### src/rtl/mem_arb_pkg.sv
// Shared types for the instruction/data memory arbiter.
// Latency: n/a (types and helpers only).
// Backpressure: n/a.
//
// Holds the arbiter state encoding, the grant encoding and a small helper
// used by the tie breaker.
package mem_arb_pkg;

  // Arbiter FSM states: idle/issue, then one wait state per requester.
  typedef enum logic [1:0] {
    IDLE   = 2'd0,
    I_WAIT = 2'd1,
    D_WAIT = 2'd2
  } state_t;

  // Which requester owns the memory port.
  typedef enum logic {
    GNT_I = 1'b0,
    GNT_D = 1'b1
  } gnt_t;

  // The grant that was not given last time.
  function automatic gnt_t otherGnt(input gnt_t g);
    return (g == GNT_I) ? GNT_D : GNT_I;
  endfunction

endpackage

### src/rtl/arb_pick.sv
// Tie resolution between instruction fetch and data access requests.
// Latency: purely combinational, zero cycles.
// Backpressure: none; the caller only uses gnt while it is able to issue.
//
// Ports:
//   iReq, dReq : pending requests from fetch and data side
//   lastGnt    : grant of the previous issue (constant GNT_I in fixed mode)
//   gnt        : chosen requester
//
// A lone request always wins. On a tie the requester that did not win last
// time is chosen; with lastGnt held at GNT_I this reduces to data priority.
module arb_pick
  import mem_arb_pkg::*;
(
  input  logic iReq,
  input  logic dReq,
  input  gnt_t lastGnt,
  output gnt_t gnt
);

  always_comb begin
    gnt = GNT_I;
    if (iReq && dReq) begin
      gnt = otherGnt(lastGnt);
    end else if (dReq) begin
      gnt = GNT_D;
    end
  end

endmodule

### src/rtl/mem_arbiter.sv
// Arbiter sharing one single-port synchronous RAM between fetch and data.
// Latency: 2 cycles per access (issue in N, ready strobe in N+1).
// Backpressure: requesters hold req until their ready strobe; issues are
//               spaced at least 2 cycles apart.
//
// Ports:
//   clk, reset                    : clock, synchronous active-high reset
//   iReq/iAddr -> iRdata/iReady   : instruction fetch port
//   dReq/dWe/dAddr/dWdata
//                -> dRdata/dReady : data load/store port
//   mEn/mWe/mAddr/mWdata, mRdata  : RAM port (read data one cycle after issue)
//
// Build option: define MEM_ARB_RR_EN to resolve ties round-robin using a
// 1-bit last-grant register; otherwise ties go to data and no register is
// built.
module mem_arbiter
  import mem_arb_pkg::*;
#(
  parameter int AW = 32,
  parameter int DW = 32
) (
  input  logic          clk,
  input  logic          reset,
  input  logic          iReq,
  input  logic [AW-1:0] iAddr,
  output logic [DW-1:0] iRdata,
  output logic          iReady,
  input  logic          dReq,
  input  logic          dWe,
  input  logic [AW-1:0] dAddr,
  input  logic [DW-1:0] dWdata,
  output logic [DW-1:0] dRdata,
  output logic          dReady,
  output logic          mEn,
  output logic          mWe,
  output logic [AW-1:0] mAddr,
  output logic [DW-1:0] mWdata,
  input  logic [DW-1:0] mRdata
);

  state_t state;
  state_t nextState;
  gnt_t   gnt;
  gnt_t   lastGnt;
  logic   anyReq;
  logic   issue;
  logic   dWeQ;   // remembers whether the data access in flight is a store

  assign anyReq = iReq || dReq;
  // An issue is suppressed during reset so nothing is started that could
  // later be acknowledged.
  assign issue  = (state == IDLE) && anyReq && !reset;

  arb_pick uPick (
    .iReq    (iReq),
    .dReq    (dReq),
    .lastGnt (lastGnt),
    .gnt     (gnt)
  );

`ifdef MEM_ARB_RR_EN
  // Starts at GNT_I so the first tie after reset goes to data.
  always_ff @(posedge clk) begin
    if (reset) begin
      lastGnt <= GNT_I;
    end else if (issue) begin
      lastGnt <= gnt;
    end
  end
`else
  assign lastGnt = GNT_I;
`endif

  // State register
  always_ff @(posedge clk) begin
    if (reset) begin
      state <= IDLE;
    end else begin
      state <= nextState;
    end
  end

  always_ff @(posedge clk) begin
    if (reset) begin
      dWeQ <= 1'b0;
    end else if (issue && (gnt == GNT_D)) begin
      dWeQ <= dWe;
    end
  end

  // Next-state logic
  always_comb begin
    nextState = state;
    case (state)
      IDLE: begin
        if (anyReq) begin
          nextState = (gnt == GNT_D) ? D_WAIT : I_WAIT;
        end
      end
      I_WAIT:  nextState = IDLE;
      D_WAIT:  nextState = IDLE;
      default: nextState = IDLE;
    endcase
  end

  // Output logic; everything is forced low while reset is high, which also
  // hides the ready strobe of an access aborted by reset.
  always_comb begin
    mEn    = 1'b0;
    mWe    = 1'b0;
    mAddr  = '0;
    mWdata = '0;
    iReady = 1'b0;
    iRdata = '0;
    dReady = 1'b0;
    dRdata = '0;
    if (!reset) begin
      case (state)
        IDLE: begin
          if (anyReq) begin
            mEn = 1'b1;
            if (gnt == GNT_D) begin
              mWe    = dWe;
              mAddr  = dAddr;
              mWdata = dWdata;
            end else begin
              mAddr  = iAddr;
            end
          end
        end
        I_WAIT: begin
          iReady = 1'b1;
          iRdata = mRdata;
        end
        D_WAIT: begin
          dReady = 1'b1;
          dRdata = dWeQ ? '0 : mRdata;
        end
        default: begin
        end
      endcase
    end
  end

endmodule

### config.mk
export PLATFORM = sky130hd
export DESIGN_NAME = mem_arbiter
export DESIGN_NICKNAME = d
export VERILOG_FILES = /design/src/rtl/mem_arb_pkg.sv /design/src/rtl/arb_pick.sv /design/src/rtl/mem_arbiter.sv
export SDC_FILE = /design/constraint.sdc
export NUM_CORES = 1
export LEC_CHECK = 0
export CORE_AREA = 2 2 102 104
export DETAILED_ROUTE_END_ITERATION = 6
export DIE_AREA = 0 0 104 106
export PLACE_DENSITY = 0.65
export SYNTH_ARGS = -nofsm -noshare
export SYNTH_HDL_FRONTEND = slang
export SYNTH_SLANG_ARGS = --single-unit
### constraint.sdc
create_clock -name clk -period 1.6 [get_ports clk]
set_clock_uncertainty 0.15 [all_clocks]
set_input_delay 0.32 -clock clk [delete_from_list [all_inputs] [get_ports clk]]
set_output_delay 0.32 -clock clk [all_outputs]
set_load 0.02 [all_outputs]
==> run_results.csv <==
group,metric,value,unit
die,initial_cell_density_of_the_core,12.4,%
synth,compound_gate_portion_of_the_synthesized_area,26.5,%
timing,finalSetupTns,-59950,ps
synth,yosysUniqueCellTypes,14,
timing,worst_pin_slew,276,ps
min_path,whs_path_depth,2,
die,die-width,104,um
routing,route.final.wire_length,11.0,mm
global_routing,grt_overflow,0,
routing,drt-initial-drc-count,74,
cells_and_area,utilization_after_layout,56.4,%
cts,clk_pin_slew_worst_paths,30,ps
synth,async_set_or_reset_flop_fraction_in_the_synthesized_netlist,0,%
synth,synthSimpleGateAreaFrac,56.8,%
pwr,ir_worst_vdd,0.146,mV
cells_and_area,layout-area-overhead-vs-synth,355,%
timing,unrepaired_setup_endpoints_after_global_routing,"true",
routing,route.detailed.drc,0,
cts,cts_inserted_buffers,3,
synth,commonest_cells_in_the_netlist,"98 x and2_1, 32 x a32o_1, 7 x buf_6",
place,routabilityCongestion,0.802,
worst_setup_path,worst-r2r-setup-slack,-130,ps
cts,max-clock-path-buffers,2,
global_routing,grt_pass1_vias,2950,
cts,tritoncts_num_sinks,3,
global_routing,grt_pass1_wl,16.1,mm
worst_setup_path,worstSetupPathType,"reg -> out",
timing,slew_headroom,81.5,%
synth,netlist.area_leader.share,49.5,%
pwr,p_leak,2.73,nW
worst_setup_path,worstRegToRegCells,6,
worst_setup_path,critical-path-top-cell-by-count,"buf_6",
min_path,hold-path-endpoint,"dWeQ$_SDFFE_PP0P_",
routing,vias,2684,
worst_setup_path,crit-reg2reg-capture,"dWeQ$_SDFFE_PP0P_",
worst_setup_path,worst_reg2reg_path_startpoint,"state[1]$_SDFFE_PP0N_",
worst_setup_path,crit_path_max_fanout,5,
cells_and_area,finish.net_count,642,
routing,drtPass1Iterations,5,
timing,post-route-min-period,2200,ps
cts,cts_tree,"yes",
pwr,totalPowerFinal,1.71,mW
synth,synthesis.area,1240,um2
synth,post_synth_main_area_contributors,"and2_1 49%, a32o_1 26%, buf_6 6.4%, dfxtp_1 4.8%, nor4b_4 3.8%",
die,placementRows,37,
run_status,run_status,"finished with violations",
worst_setup_path,max_stage_delay,350,ps
place,detailedPlace.worstSlack,-1130,ps
cts,ctsHoldBuffers,0,
run_status,violations,"setup timing",
min_path,worst_hold_startpoint,"dWeQ$_SDFFE_PP0P_",
routing,via_cell_ratio,4.17,
synth,synthXorXnorAreaFrac,0,%
worst_setup_path,cp.arrival,1730,ps
place,dpl.hpwl,6.49,mm
cells_and_area,diodes,0,
place,dpl-instance-area,4150,um2
cts,cts-root-buf,"clkbuf_8",
worst_setup_path,crit_path_cell_trace,"nor4b_4, buf_6, buf_12, buf_8, buf_6, buf_6, a32o_2, buf_6",
cts,clk_latency,210,ps
die,die_footprint,11000,um2
cts,ctsHtreeMaxLevel,1,
cells_and_area,final_design_area_no_fill,5640,um2
timing,maxClockFrequency,0.455,GHz
synth,synth.area.mux_share,0.909,%
place,port-buffer-count,264,
timing,setup_viol,132,
routing,drt.antenna.violating_nets,0,
die,core_region_area,10000,um2
global_routing,grt_max_degree,17,
synth,yosysMostFrequentCell,"and2_1",
synth,synth_top_area_cell,"and2_1",
min_path,hold_class,"reg -> reg",
pwr,power-per-cell-area,304,nW/um2
synth,ys_warn_count,0,
synth,synth_ff_type,"dfxtp_1",
timing,finalMaxSlewViolations,0,
synth,syn_inst,162,
timing,worst_slack,-598,ps
die,chipHeight,106,um
flow_run,maxCapViolCount,0,
die,io_pins,265,
global_routing,grtUsageTotal,18.9,%
synth,synth-seq-area-share,4.85,%
cells_and_area,layout-drive-gt1-share,72.8,%
synth,postSynthNetCount,295,
routing,routed_wire_length_per_instance,17.0,um
global_routing,antenna_found_initial,0,
timing,hold_viol_final,0,
synth,synth_top_family_by_area,"simple AND/OR/NAND/NOR gates",
worst_setup_path,critPathCaptureType,"output port",
synth,yosys_register_bits,3,
synth,synth-adder-area-share,0,%
worst_setup_path,worstSetupStartpointType,"flip-flop",
synth,syn_area_per_cell,7.65,um2
worst_setup_path,cp.required,1130,ps
synth,synth-edff-count,0,
worst_setup_path,worst_path_max_delay_cell,"dfxtp_4",
timing,post-route-period-util,137,%
==> worst max-delay path by stage <==
stage	to	depth (start not counted)	slack (ps)	from
floorplan	mWdata[0]	4	-30	state[1]$_SDFFE_PP0N_
global placement	dRdata[30]	6	-1130	reset
detailed placement	dRdata[30]	6	-1130	reset
CTS	mAddr[7]	10	-790	state[1]$_SDFFE_PP0N_
global route	mAddr[7]	8	-660	state[1]$_SDFFE_PP0N_
finish	mAddr[7]	8	-600	state[1]$_SDFFE_PP0N_
==> critical path, delay by kind of cell (launching register included) <==
kind / cells / cell delay (ps)
buffers and inverters: 6 / 680
AOI/OAI and AO/OA: 1 / 150
DFF: 1 / 350
and+or+nand+nor: 1 / 330
==> through the flow <==
step,cells,hold slack (ps)
floorplan,162,316
finish,644,579
detailed placement,554,532
global route,644,601
CTS,641,553
global placement,554,531
==> layout by cell type, fill, tap and decap left out, drive strengths merged <==
cell type,instances
nor3b,2
nor3,1
nor4b,2
mux2,1
dfxtp,3
and2,98
a32o,32
o21a,1
clkdlybuf4s50,129
buf,232
clkbuf,5
nor2b,2
==> logic make-up after synthesis <==
| group | count (synthesis) |
|---|---|
| AND/OR/NAND/NOR | 105 |
| AO/OA/AOI/OAI | 33 |
| buffers and inverters | 20 |
| flip-flops | 3 |
| multiplexers | 1 |
==> power breakdown <==
group	internal, mW	switching, mW	leakage [nW]	total [mW]
clock	0.170	0.0486	0.0228	0.218
sequential	0.0787	0.00721	0.0261	0.0859
combinational	0.909	0.500	2.68	1.41
total	1.16	0.556	2.73	1.71
==> state kept, by name, indices dropped and copies added, names as in the netlist <==
| name | count |
|---|---|
| state | 2 |
| dWeQ | 1 |
==> metal layers <==
metal / part of all wire (%) / wire [um] / global-route usage (%) / vias up
met5: 0 / 0 / 0 / -
met4: 1.4 / 151 / 4.92 / 0
met3: 7.7 / 843 / 4.54 / 6
met2: 56 / 6160 / 39.1 / 160
met1: 35 / 3810 / 18.4 / 1251
li1: - / - / - / 1267
==> final cells by class <==
| cell class | instances | area (um2) |
|---|---|---|
| timing repair buffer | 362 | 4010 |
| tap | 136 | 170 |
| sequential | 3 | 67.6 |
| clock buffer | 4 | 45.0 |
| fill | 850 | 4360 |
| multi-input combinational | 139 | 1350 |
==> repair_timing <==
| item | CTS | global route |
|---|---|---|
| gates resized for setup | 882 | 130 |
| endpoints found under the setup margin | 133 | 133 |
| pin swaps | 29 | 70 |
| setup buffers | 70 | 29 |
| gates cloned | 13 | 0 |
| hold endpoints to repair | 0 | 0 |
Note: power is estimated with default switching activity, not from simulation.
